File: src/rtl/fifo_rd_drain.sv
// Read-side drain for the synchronous FIFO. It issues credit-limited reads, absorbs the
// one-cycle read latency and re-presents the words on a valid/ready stream through a skid buffer.
module fifo_rd_drain #(
    parameter int DATA_WIDTH = 32,
    parameter int BUF_DEPTH  = 2,
    parameter int CNT_WIDTH  = 16
) (
    input  logic                  clk,
    input  logic                  reset,
    input  logic                  enable,
    output logic                  fifo_cs,
    output logic                  fifo_rd_en,
    input  logic [DATA_WIDTH-1:0] fifo_data_out,
    input  logic                  fifo_empty,
    output logic                  m_valid,
    input  logic                  m_ready,
    output logic [DATA_WIDTH-1:0] m_data,
    output logic [CNT_WIDTH-1:0]  rd_count
);

    localparam int PTR_W = (BUF_DEPTH > 1) ? $clog2(BUF_DEPTH) : 1;
    localparam int OCC_W = $clog2(BUF_DEPTH + 1);

    logic [DATA_WIDTH-1:0] buf_mem [BUF_DEPTH];
    logic [PTR_W-1:0]      head;
    logic [PTR_W-1:0]      tail;
    logic [OCC_W-1:0]      occ;
    logic                  inflight;
    logic                  pop;
    logic [OCC_W:0]        credit_used;

    function automatic logic [PTR_W-1:0] ptr_inc(input logic [PTR_W-1:0] p);
        if (p == PTR_W'(BUF_DEPTH - 1))
            return '0;
        else
            return p + PTR_W'(1);
    endfunction

    assign m_valid = (occ != '0);
    assign m_data  = buf_mem[head];
    assign pop     = m_valid && m_ready;

    // Slots already claimed by buffered plus in-flight words, minus the one leaving this cycle.
    assign credit_used = {1'b0, occ} + (OCC_W + 1)'(inflight) - (OCC_W + 1)'(pop);

    assign fifo_rd_en = enable && !fifo_empty && !reset
                        && (credit_used < (OCC_W + 1)'(BUF_DEPTH));
    assign fifo_cs    = fifo_rd_en;

    always_ff @(posedge clk or posedge reset) begin
        if (reset) begin
            head     <= '0;
            tail     <= '0;
            occ      <= '0;
            inflight <= 1'b0;
            rd_count <= '0;
            for (int i = 0; i < BUF_DEPTH; i++)
                buf_mem[i] <= '0;
        end else begin
            inflight <= fifo_rd_en;
            if (inflight) begin
                buf_mem[tail] <= fifo_data_out;
                tail          <= ptr_inc(tail);
            end
            if (pop)
                head <= ptr_inc(head);
            case ({inflight, pop})
                2'b10:   occ <= occ + OCC_W'(1);
                2'b01:   occ <= occ - OCC_W'(1);
                default: occ <= occ;
            endcase
            rd_count <= rd_count + CNT_WIDTH'(pop);
        end
    end

    // A capture into a full buffer would mean the credit rule is broken.
    always_ff @(posedge clk) begin
        if (!reset && inflight && !pop)
            assert (occ < OCC_W'(BUF_DEPTH))
            else $error("fifo_rd_drain: skid buffer overflow");
    end

endmodule

File: config.mk
export PLATFORM = sky130hd
export DESIGN_NAME = fifo_rd_drain
export DESIGN_NICKNAME = d
export VERILOG_FILES = /design/src/rtl/fifo_rd_drain.sv
export SDC_FILE = /design/constraint.sdc
export NUM_CORES = 1
export LEC_CHECK = 0
export CORE_ASPECT_RATIO = 0.75
export CORE_MARGIN = 2
export CORE_UTILIZATION = 28
export CTS_CLUSTER_DIAMETER = 150
export CTS_CLUSTER_SIZE = 30
export DETAILED_ROUTE_END_ITERATION = 8
export GPL_TIMING_DRIVEN = 0
export PLACE_DENSITY = 0.61
export SLEW_MARGIN = 20
export SYNTH_ARGS = -nofsm -noshare
export SYNTH_HDL_FRONTEND = slang
export SYNTH_SLANG_ARGS = --single-unit
File: constraint.sdc
create_clock -name clk -period 3.02 [get_ports clk]
set_clock_uncertainty 0.2 [all_clocks]
set_input_delay 0.453 -clock clk [delete_from_list [all_inputs] [get_ports clk]]
set_output_delay 0.453 -clock clk [all_outputs]
set_load 0.01 [all_outputs]
* Word level (Yosys, flattened, before mapping)
Index checks and enable logic that the tools add are counted.
** Word-level totals
- Logic and storage cells :: 40
- ROM bits :: 0
- Memories :: 0
- RAM bits :: 0
- Output and inout bits :: 51
- Input port bits :: 37
- Bits in latches :: 0
- Flip-flop bits (word level) :: 85
** Cells by class
- Multiply operators :: 0
- Mux-type cells :: 9
- Equality and inequality tests :: 2
- Shift operators :: 0
- Bitwise operators :: 2
- Magnitude comparators :: 4
- Add/subtract/negate cells :: 7
- Reductions and logical operators :: 9
- Div/mod/pow operators :: 0
** Operator list (number)
- $mux W32 :: 4
- $bwmux W64 :: 1
- $demux W32 S1 :: 1
- $add A16 B1 Y16 :: 1
- $logic_and A1 B1 Y1 :: 5
- $ge A2 B2 Y1 const B :: 2
- $not A1 Y2 :: 2
- $pmux W2 S2 :: 1
- $reduce_bool A2 Y1 :: 2
- $add A2 B1 Y3 :: 1
- $lt A3 B2 Y1 const B :: 1
- $sub A3 B1 Y3 :: 1
- $add A1 B1 Y1 const B :: 2
- $add A2 B1 Y2 const B :: 1
- $eq A2 B1 Y1 const B :: 1
- $eq A2 B2 Y1 const B :: 1
- $logic_not A1 Y1 :: 2
- $lt A2 B1 Y1 const B :: 1
- $mux W1 :: 2
- $sub A2 B1 Y2 const B :: 1

* Depth between registers and ports, before layout
Gate-level depths: netlist of run 1.
- Depth after elaboration :: 6
- Mapped depth :: 9

* Worst setup path before layout of run 1
No wires, ideal clock.
- Path kind :: register to output
- Start :: register occ[1]
- End :: output port fifo_rd_en
- Path buffers :: 1
- Arrival time :: 2.252 ns
- Path slack :: 0.115 ns
- Stages on the path, launching flop included :: 8
- Cells stage by stage :: dfrtp_1 > or2_2 > nand2_1 > nor2_1 > fa_1 > nand2_1 > nor4_1 > buf_4
** On the way
- Longest elaborated chain between the ends :: 5
- Elaborated cells on any way between the ends :: 6
- Those cells by class :: 2 x add/sub; 1 x order compare; 3 x reduce/logical
** RTL lines
- start, declared :: line 27 : logic [OCC_W-1:0] occ;
- start signal, assigned :: line 68 : 2'b10: occ <= occ + OCC_W'(1);
- start signal, assigned :: line 69 : 2'b01: occ <= occ - OCC_W'(1);
- $reduce_bool A2 Y1 :: line 39 : assign m_valid = (occ != '0);
- named net m_valid :: line 15 : output logic m_valid,
- $logic_and A1 B1 Y1 :: line 41 : assign pop = m_valid && m_ready;
- $sub A3 B1 Y3 :: line 44 : assign credit_used = {1'b0, occ} + (OCC_W + 1)'(inflight) - (OCC_W + 1)'(pop);
- $lt A3 B2 Y1 :: line 47 : && (credit_used < (OCC_W + 1)'(BUF_DEPTH));
- $logic_and A1 B1 Y1 :: line 47
- end, declared :: line 12 : output logic fifo_rd_en,
The timed path passes the listed nets, and every way through them passes these cells.

* Worst setup path after layout of run 1
- Start :: register occ[0]
- End :: output port fifo_rd_en
** On the way
- Longest elaborated chain between the ends :: 5
- Elaborated cells on any way between the ends :: 6
- Those cells by class :: 2 x add/sub; 1 x order compare; 3 x reduce/logical
** RTL lines (line)
- branches (longest 2 deep; another with $add A2 B1 Y3)
- $sub A3 B1 Y3 (*) :: 44
- $lt A3 B2 Y1 (*) :: 47
- $logic_and A1 B1 Y1 (*) :: 47
Every way passes the cells marked *.

==> qor.csv, run 1 <==
metric,value,unit
clkSinkCount,85,
drcViolationCount,0,
coreArea,13600,sq um
h-tree-depth,3,
path_buf_inv,2,
drt.antenna.violating_nets,0,
hold_viol_final,0,
antenna_found_initial,0,
hold_path_class,flip-flop to flip-flop,
tightestPinTransition,470,ps
io_buffers,87,
cap_violations,0,
cp_top_family,simple AND/OR/NAND/NOR gates,
synth-warning-count,0,
fmax,348,MHz
firstDrtPassIters,4,
die_x,139,um
power_density,986,nW/um^2
synth_seq_area_share,0.552,
place_congestion,0.696,
fin_nets,398,
clk_latency,330,ps
status,"finished, final reports clean",
rsz0062_at_grt,no,
yosysUniqueCellTypes,30,
syn_to_final_growth,38.8,%
end_kind,primary output,
dp_hpwl,5480,um
cts.path.max_buffers,2,
report.final.slew_viol_count,0,
grt_use_total,0.117,
startpoint_type,flip-flop,
finalSetupViolCount,0,
multi_input_area,1650,sq um
fillers,1269,
cts-buffers-inserted,9,
utilization,0.394,
critical_path_class,flip-flop to primary output,
peakVddDrop,0.483,mV
io_pins,88,
slowest_stage,fa_1,
cp_data_arrival_time,2220,ps
drtIter0Drc,78,
drive_above_1_share,0.380,
syn-cell-area,3850,sq um
cts_root_buffer,clkbuf_16,
initial_core_util,0.284,
ys_seq_elements,85,
worst_path_most_repeated_cell,buf_4,
regArea,2130,sq um
grt_max_degree,52,
cp_cell_sequence,or2_4 > nand2_2 > nor2_1 > fa_1 > nand2_1 > nor4_4 > buf_4 > buf_4,
vias_per_cell,4.34,
final_cell_mix,"84 x dfrtp_1, 84 x clkdlybuf4s50_1, 63 x mux2_2",
row_count,37,
critical-path-max-stage-delay,500,ps
wl_per_cell,15.2,um
via_count,2337,
required,2370,ps
hold_ws,277,ps
grt_pass1_vias,2486,
grt_pass1_wl,13400,um
cts_tree,done,
n_antenna_cell,0,
p_leak,2.36,nW
fin_total_pwr,5.27,mW
drt-total-wl,8160,um
post-route-min-period,2870,ps
path_clk_slew,70,ps
worst-path-max-fanout,3,
max_slew_margin,0.687,
avgSynthCellArea,15.0,sq um
synthesis.instances,256,
dieArea,14700,sq um
period_share,0.950,
syn-num-nets,296,
die_h,106,um
overflow,0,
==> flip-flops by register name, summed over array words and instances, names as in the netlist <==
signal	count
rd_count	16
tail	1
buf_mem	64
occ	2
inflight	1
head	1
==> routing by layer <==
| metal | vias to the layer above | GRT usage | part of all wire | wire length, um |
|---|---|---|---|---|
| met5 | - | 0 | 0 | 0 |
| met1 | 1171 | 0.160 | 0.49 | 4000 |
| met2 | 58 | 0.178 | 0.45 | 3680 |
| li1 | 1098 | - | - | - |
| met3 | 10 | 0.0400 | 0.049 | 399 |
| met4 | 0 | 0.0346 | 0.011 | 87 |
==> per-stage QoR <==
stage	setup slack (ps)	TNS [ps]	cells	area, sq um
after floorplan	115	0	256	3850
after global placement	-1300	-111480	518	4940
after detailed placement	-593	-1090	519	4970
after CTS	8.54	0	538	5340
after global routing	4.03	0	538	5350
final	150	0	538	5350
==> cells in the mapped netlist <==
| cell | n | area (sq um) |
|---|---|---|
| a21oi_1 | 1 | 5.00 |
| nor2b_1 | 2 | 12.5 |
| o21ai_0 | 2 | 10.0 |
| xnor2_1 | 9 | 78.8 |
| mux2_4 | 30 | 450 |
| xor2_1 | 9 | 78.8 |
| nand2_2 | 1 | 6.26 |
| nand4_4 | 1 | 21.3 |
| nor2_2 | 1 | 6.26 |
| buf_2 | 7 | 35.0 |
| nand2_1 | 8 | 30.0 |
| buf_4 | 2 | 15.0 |
| nand2b_1 | 2 | 12.5 |
| nand3_1 | 5 | 25.0 |
| nor3_1 | 1 | 5.00 |
| nor2_1 | 5 | 18.8 |
| and3_1 | 1 | 6.26 |
| buf_6 | 4 | 45.0 |
| ha_1 | 2 | 25.0 |
| dfrtp_1 | 85 | 2130 |
| mux2_1 | 3 | 33.8 |
| or2_2 | 1 | 6.26 |
| nor2_4 | 1 | 11.3 |
| nand3_2 | 1 | 10.0 |
| mux2i_1 | 1 | 10.0 |
| inv_1 | 3 | 11.3 |
| mux2_2 | 63 | 709 |
| nand4_1 | 3 | 18.8 |
| nor4_1 | 1 | 6.26 |
| fa_1 | 1 | 20.0 |
==> power by group <==
part | internal, mW | switching, mW
logic | 1.45 | 0.739
registers | 1.62 | 0.255
clock network | 0.749 | 0.459
==> logic make-up (layout without fill, tap and decap cells) <==
logic type / Yosys count / count (layout) / synth area share
mux: 97 / 97 / 0.313
flops: 85 / 85 / 0.552
simple gates: 34 / 34 / 0.0510
xor+xnor: 18 / 18 / 0.0409
buf+inv: 16 / 123 / 0.0276
fa+ha+maj: 3 / 3 / 0.0117
compound gates: 3 / 3 / 0.00390
==> worst register-to-register path, delay by kind of cell, from the launching register on <==
kind                     cells  cell delay [ps]
buffers and inverters        2              200
adder cells (fa/ha/maj)      2              390
AND/OR/NAND/NOR              5              590
XOR/XNOR                     1              140
flip-flops                   1              360
==> repair_timing <==
action / in CTS / in global routing
hold buffers: 0 / 0
setup endpoints to repair: 2 / 2
buffers inserted: 3 / 0
gates resized for setup: 13 / 3
pin swaps: 1 / 1
==> worst paths after layout <==
check / from / end / slack (ps) / cells past startpoint
worst min-delay path: rd_count[15] / rd_count[15] / 280 / 1
min in group asynchronous: reset / inflight / 390 / 2
worst min register to register: rd_count[15] / rd_count[15] / 280 / 1
max in group asynchronous: reset / buf_mem[1] / 1620 / 3
worst max register to register: occ[0] / rd_count[10] / 1010 / 10
worst max-delay path: occ[0] / fifo_rd_en / 150 / 8
==> final cells by class <==
class                   count  area share
plain buffers              13      0.0178
clock buffers              11      0.0454
clock inverters             5      0.0157
inverters                   3     0.00257
multi-input cells         155       0.308
flip-flops and latches     85       0.398
well taps                 175      0.0410
repair buffers             91       0.172
No activity file was read; power rests on OpenSTA's default activity.
==> run 2, diff against run 1 <==
- CORE_MARGIN: 2 -> 1
- GPL_ROUTABILITY_DRIVEN: default -> 0
==> run 2 against run 1 <==
Global-route usage up 0.56 points. Cell count down 0.37%. Register-to-register slack got worse by 30 ps. Worst setup slack got worse by 17 ps. Critical path depth unchanged. Cell area increased by 0.37%. Core utilization up 1.2 points. Die area decreased by 3.3%. Flip-flop and latch count did not move. Wire length fell by 0.11%. Worst hold slack worse by 8.5 ps. Critical path type unchanged. Highest routed layer unchanged.
==> qor.csv, run 2 (synthesis results as in run 1) <==
metric,value,unit,change
rsz0062_at_grt,no,,
cts.path.max_buffers,2,,unchanged
drive_above_1_share,0.389,,+0.00888
cts_root_buffer,clkbuf_16,,
slowest_stage,fa_1,,
cts_tree,done,,
end_kind,primary output,,
reg2regPathDepth,7,,-3
io_buffers,87,,unchanged
wl_per_cell,15.2,um,+0.26%
max_flop_register,buf_mem,,
cap_violations,0,,unchanged
firstDrtPassIters,3,,-1
h-tree-depth,3,,unchanged
grt_pass1_vias,2584,,+3.9%
reg2reg_to,inflight,,
critical_path_class,flip-flop to primary output,,
via_count,2354,,+0.73%
placed_area,4970,sq um,-0.10%
top_regs,"buf_mem x64, rd_count x16, occ x2",,
finalSetupViolCount,0,,unchanged
drt.antenna.violating_nets,0,,unchanged
final_cell_mix,"84 x dfrtp_1, 84 x clkdlybuf4s50_1, 63 x mux2_2",,
ctsHoldBuffers,0,,unchanged
hold_ws,268,ps,-8.51 ps
report.final.slew_viol_count,0,,unchanged
p_leak,2.38,nW,+0.88%
tightestPinTransition,486,ps,+16.4 ps
vias_per_cell,4.39,,+1.1%
min_to,rd_count[15],,
grt_max_degree,50,,-3.8%
worst-path-max-fanout,3,,unchanged
grt_pass1_wl,13300,um,-0.36%
die_x,137,um,-1.4%
clk_latency,340,ps,about the same
hold_path_class,flip-flop to flip-flop,,
row_count,36,,-2.7%
r2r_slack,980,ps,-30 ps
fin_area,5370,sq um,+0.37%
status,"finished, final reports clean",,
clkSinkCount,85,,unchanged
io_pins,88,,unchanged
drcViolationCount,0,,unchanged
grt_use_total,0.123,,+0.00558
holdPathStages,1,,unchanged
dp_hpwl,5390,um,-1.6%
dpl.cell_count,515,,-0.77%
coreArea,13200,sq um,-2.7%
fin_nets,400,,+0.50%
hold_viol_final,0,,unchanged
dieArea,14200,sq um,-3.3%
hp-start,rd_count[15],,
cts-buffers-inserted,9,,unchanged
fin_total_pwr,5.35,mW,+1.5%
initial_core_util,0.292,,+0.00789
largest_reg_flops,64,,unchanged
required,2370,ps,about the same
n_antenna_cell,0,,unchanged
cp_cell_sequence,or2_4 > nand2_2 > nor2_1 > fa_1 > nand2_2 > nor4_4 > buf_4 > buf_2,,
worstSetupStartpoint,occ[1],,
drtIter0Drc,51,,-35%
r2r_start,occ[1],,
worst_path_most_repeated_cell,nand2_2,,
max_slew_margin,0.676,,-0.0109
antenna_found_initial,0,,unchanged
cp_data_arrival_time,2230,ps,about the same
syn_to_final_growth,39.3,%,
critical-path-max-stage-delay,520,ps,+20 ps
drt-total-wl,8150,um,-0.11%
stdcell_count,536,,-0.37%
overflow,0,,unchanged
die_h,104,um,-1.9%
path_clk_slew,70,ps,about the same
peakVddDrop,0.493,mV,+2.2%
period_share,0.956,,+0.00559
fillers,1228,,-3.2%
startpoint_type,flip-flop,,
fmax,346,MHz,-0.59%
power_density,997,nW/um^2,+1.1%
post-route-min-period,2890,ps,+16.9 ps
==> run 2: changes by cell type in the layout (fill, tap and decap cells not counted), sizes merged <==
| cell | change |
|---|---|
| clkbuf | -1 |
| clkdlybuf4s15 | -1 |
| inv | +1 |
| bufinv | +1 |
| buf | +2 |
==> run 2: metrics by stage <==
stage / setup TNS [ps] / setup WS, ps / util
after floorplan: 0 / 115 / -
after global placement: -113450 / -1330 / 0.374
after detailed placement: -1170 / -623 / 0.376
after CTS: 0 / 11.6 / 0.407
after global routing: 0 / 5.86 / 0.407
final: 0 / 133 / 0.407
==> run 2: how the worst max path moves through the flow <==
stage	end	slack, ps	depth (start not counted)
after floorplan	fifo_rd_en	110	7
after global placement	buf_mem[49]	-1330	2
after detailed placement	fifo_rd_en	-620	8
after CTS	fifo_cs	10	7
after global routing	fifo_rd_en	6	8
final	fifo_rd_en	130	8
==> run 2: report_power, final <==
group	switching (mW)	internal (mW)	leakage, nW	total, mW
sequential	0.253	1.62	1.03	1.87
clock	0.470	0.812	0.162	1.28
combinational	0.746	1.45	1.20	2.20
==> run 2: area by class of cell <==
cell class / count / area [sq um] / area share
multi-input cells: 155 / 1640 / 0.306
well taps: 171 / 214 / 0.0399
flip-flops and latches: 85 / 2130 / 0.397
clock buffers: 9 / 225 / 0.0420
plain buffers: 13 / 95.1 / 0.0177
repair buffers: 93 / 925 / 0.172
clock inverters: 7 / 123 / 0.0228
inverters: 3 / 13.8 / 0.00256
==> run 2: repair_timing <==
item,in CTS,in global routing
gates resized for setup,13,2
pin swaps,2,2
buffers inserted,5,0
endpoints found under the setup margin,2,2
==> run 2: worst max-delay path: cells and delay by family (launching register included) <==
kind / cells / cell delay (ps)
adders and majority gates: 1 / 520
buffers and inverters: 2 / 270
and+or+nand+nor: 5 / 700
DFF: 1 / 410
==> run 2: routing by layer <==
layer	track usage	routed length, um	vias to the layer above
li1	-	-	1103
met1	0.159	3830	1188
met2	0.192	3810	56
met3	0.0455	463	7
met4	0.0306	53	0
met5	0	0	-
==> variant: new RTL, flow settings as in run 1 <==
The parameter `DATA_WIDTH` goes from 32 to 16.
--- a/src/rtl/fifo_rd_drain.sv
+++ b/src/rtl/fifo_rd_drain.sv
@@ -1,7 +1,7 @@
 // Read-side drain for the synchronous FIFO. It issues credit-limited reads, absorbs the
 // one-cycle read latency and re-presents the words on a valid/ready stream through a skid buffer.
 module fifo_rd_drain #(
-    parameter int DATA_WIDTH = 32,
+    parameter int DATA_WIDTH = 16,
     parameter int BUF_DEPTH  = 2,
     parameter int CNT_WIDTH  = 16
 ) (
Interface: changed (resized fifo_data_out and m_data); port bits go from 88 to 56. The function was not compared with the original's and may differ.
==> variant against run 1 <==
Critical endpoint is now fifo_cs. Highest routed layer unchanged. Largest cell class unchanged. Routed wire length down 42%. Sequential share of layout area rose by 0.17 points. Largest power group is now registers. Synthesized area shrank 37%. Critical path depth fell by 1. Register-to-register slack got worse by 0.09 ns. Power down 47%. Sequential cell count shrank 32. Worst setup slack improved by 0.031 ns. Critical path type unchanged. Final area down 38%. Global-route usage decreased by 0.98 points.
==> variant: results (changes against run 1) <==
via count 1520 (-35%); gr usage total 0.108 (-0.00978); first-pass GRT wire length 8240 µm (-38%); IO Port Bufs 55 (-37%); status completed; routed len/inst 13.7 µm (-9.4%); placed cell count 337 (-35%); Cell Int Power 2.01 mW (-47%); synthesized net count 198 (-33%); WP data arrival 2.19 ns (-0.03 ns); nets@finish 263 (-34%); maximum vdd drop 0.448 mV (-7.1%); H-tree depth 2 (-1); DR iter-0 viols 27 (-65%); largest net degree at the start of global routing 54 (+3.8%); layout cells sized above 1 0.335 (-0.0454); most frequent cells after synthesis 53 x dfrtp_1, 44 x mux2_2, 14 x xor2_1; dpl hpwl 3220 µm (-41%); Placed Area 0.00313 mm² (-37%); GPL Wtd Cong 0.712 (+2.3%); Largest regs buf_mem (32), rd_count (16), occ (2); Routed Wire Length 4770 µm (-42%); sequential fraction of the synthesis area 0.543 (-0.00927); Least-Margin Pin Slew 0.664 ns (+0.195 ns); largest cells by area after synthesis dfrtp_1 54%, mux2_2 20%, xor2_1 5.0%, nor4_2 2.0%, mux2_4 1.8%; Hold WS 0.270 ns (-0.00677 ns)
## variant: power groups by stage
stage	Clock [mW]	Combinational, mW	Sequential (mW)
after global placement	0	1.10	1.13
after global routing	0.622	1.20	1.16
after floorplan	0	0.616	1.11
final	0.560	1.11	1.12
after CTS	0.587	1.13	1.12
after detailed placement	0	1.11	1.14
## variant: final cells by class
cell class	instances	area, µm²	area share
inverters	3	13.8	0.00414
well taps	108	135	0.0407
repair buffers	58	567	0.171
flip-flops and latches	53	1330	0.400
plain buffers	7	52.6	0.0158
multi-input cells	111	1080	0.326
clock buffers	7	143	0.0430
## variant: worst max path at each step
stage                     startpoint         end  slack, ns
after global placement       m_ready  fifo_rd_en      -0.57
after floorplan               occ[1]  fifo_rd_en       0.11
final                         occ[0]     fifo_cs       0.18
after CTS                   inflight  fifo_rd_en       0.03
after global routing          occ[0]     fifo_cs       0.05
after detailed placement     m_ready  fifo_rd_en      -0.57
## variant: routing by layer
| metal | GRT usage | up-vias | routed length [µm] |
|---|---|---|---|
| met2 | 0.160 | 31 | 2070 |
| met5 | 0 | - | 0 |
| met4 | 0.0236 | 0 | 15 |
| met1 | 0.154 | 757 | 2440 |
| li1 | - | 730 | - |
| met3 | 0.0357 | 2 | 242 |
## variant: kinds of logic (layout without fill, tap and decap cells)
kind of cell	after synthesis	after routing	synth area share
buffers and inverters	10	75	0.0251
AND/OR/NAND/NOR	38	38	0.111
adder cells (fa/ha/maj)	3	3	0.0184
XOR/XNOR	18	18	0.0645
multiplexers	50	50	0.234
flip-flops	53	53	0.543
AO/OA/AOI/OAI	2	2	0.00409
## variant: timing repair
action	CTS	global route
endpoints found under the setup margin	2	2
setup buffers	3	0
resized for setup	12	3
pin swaps	1	1
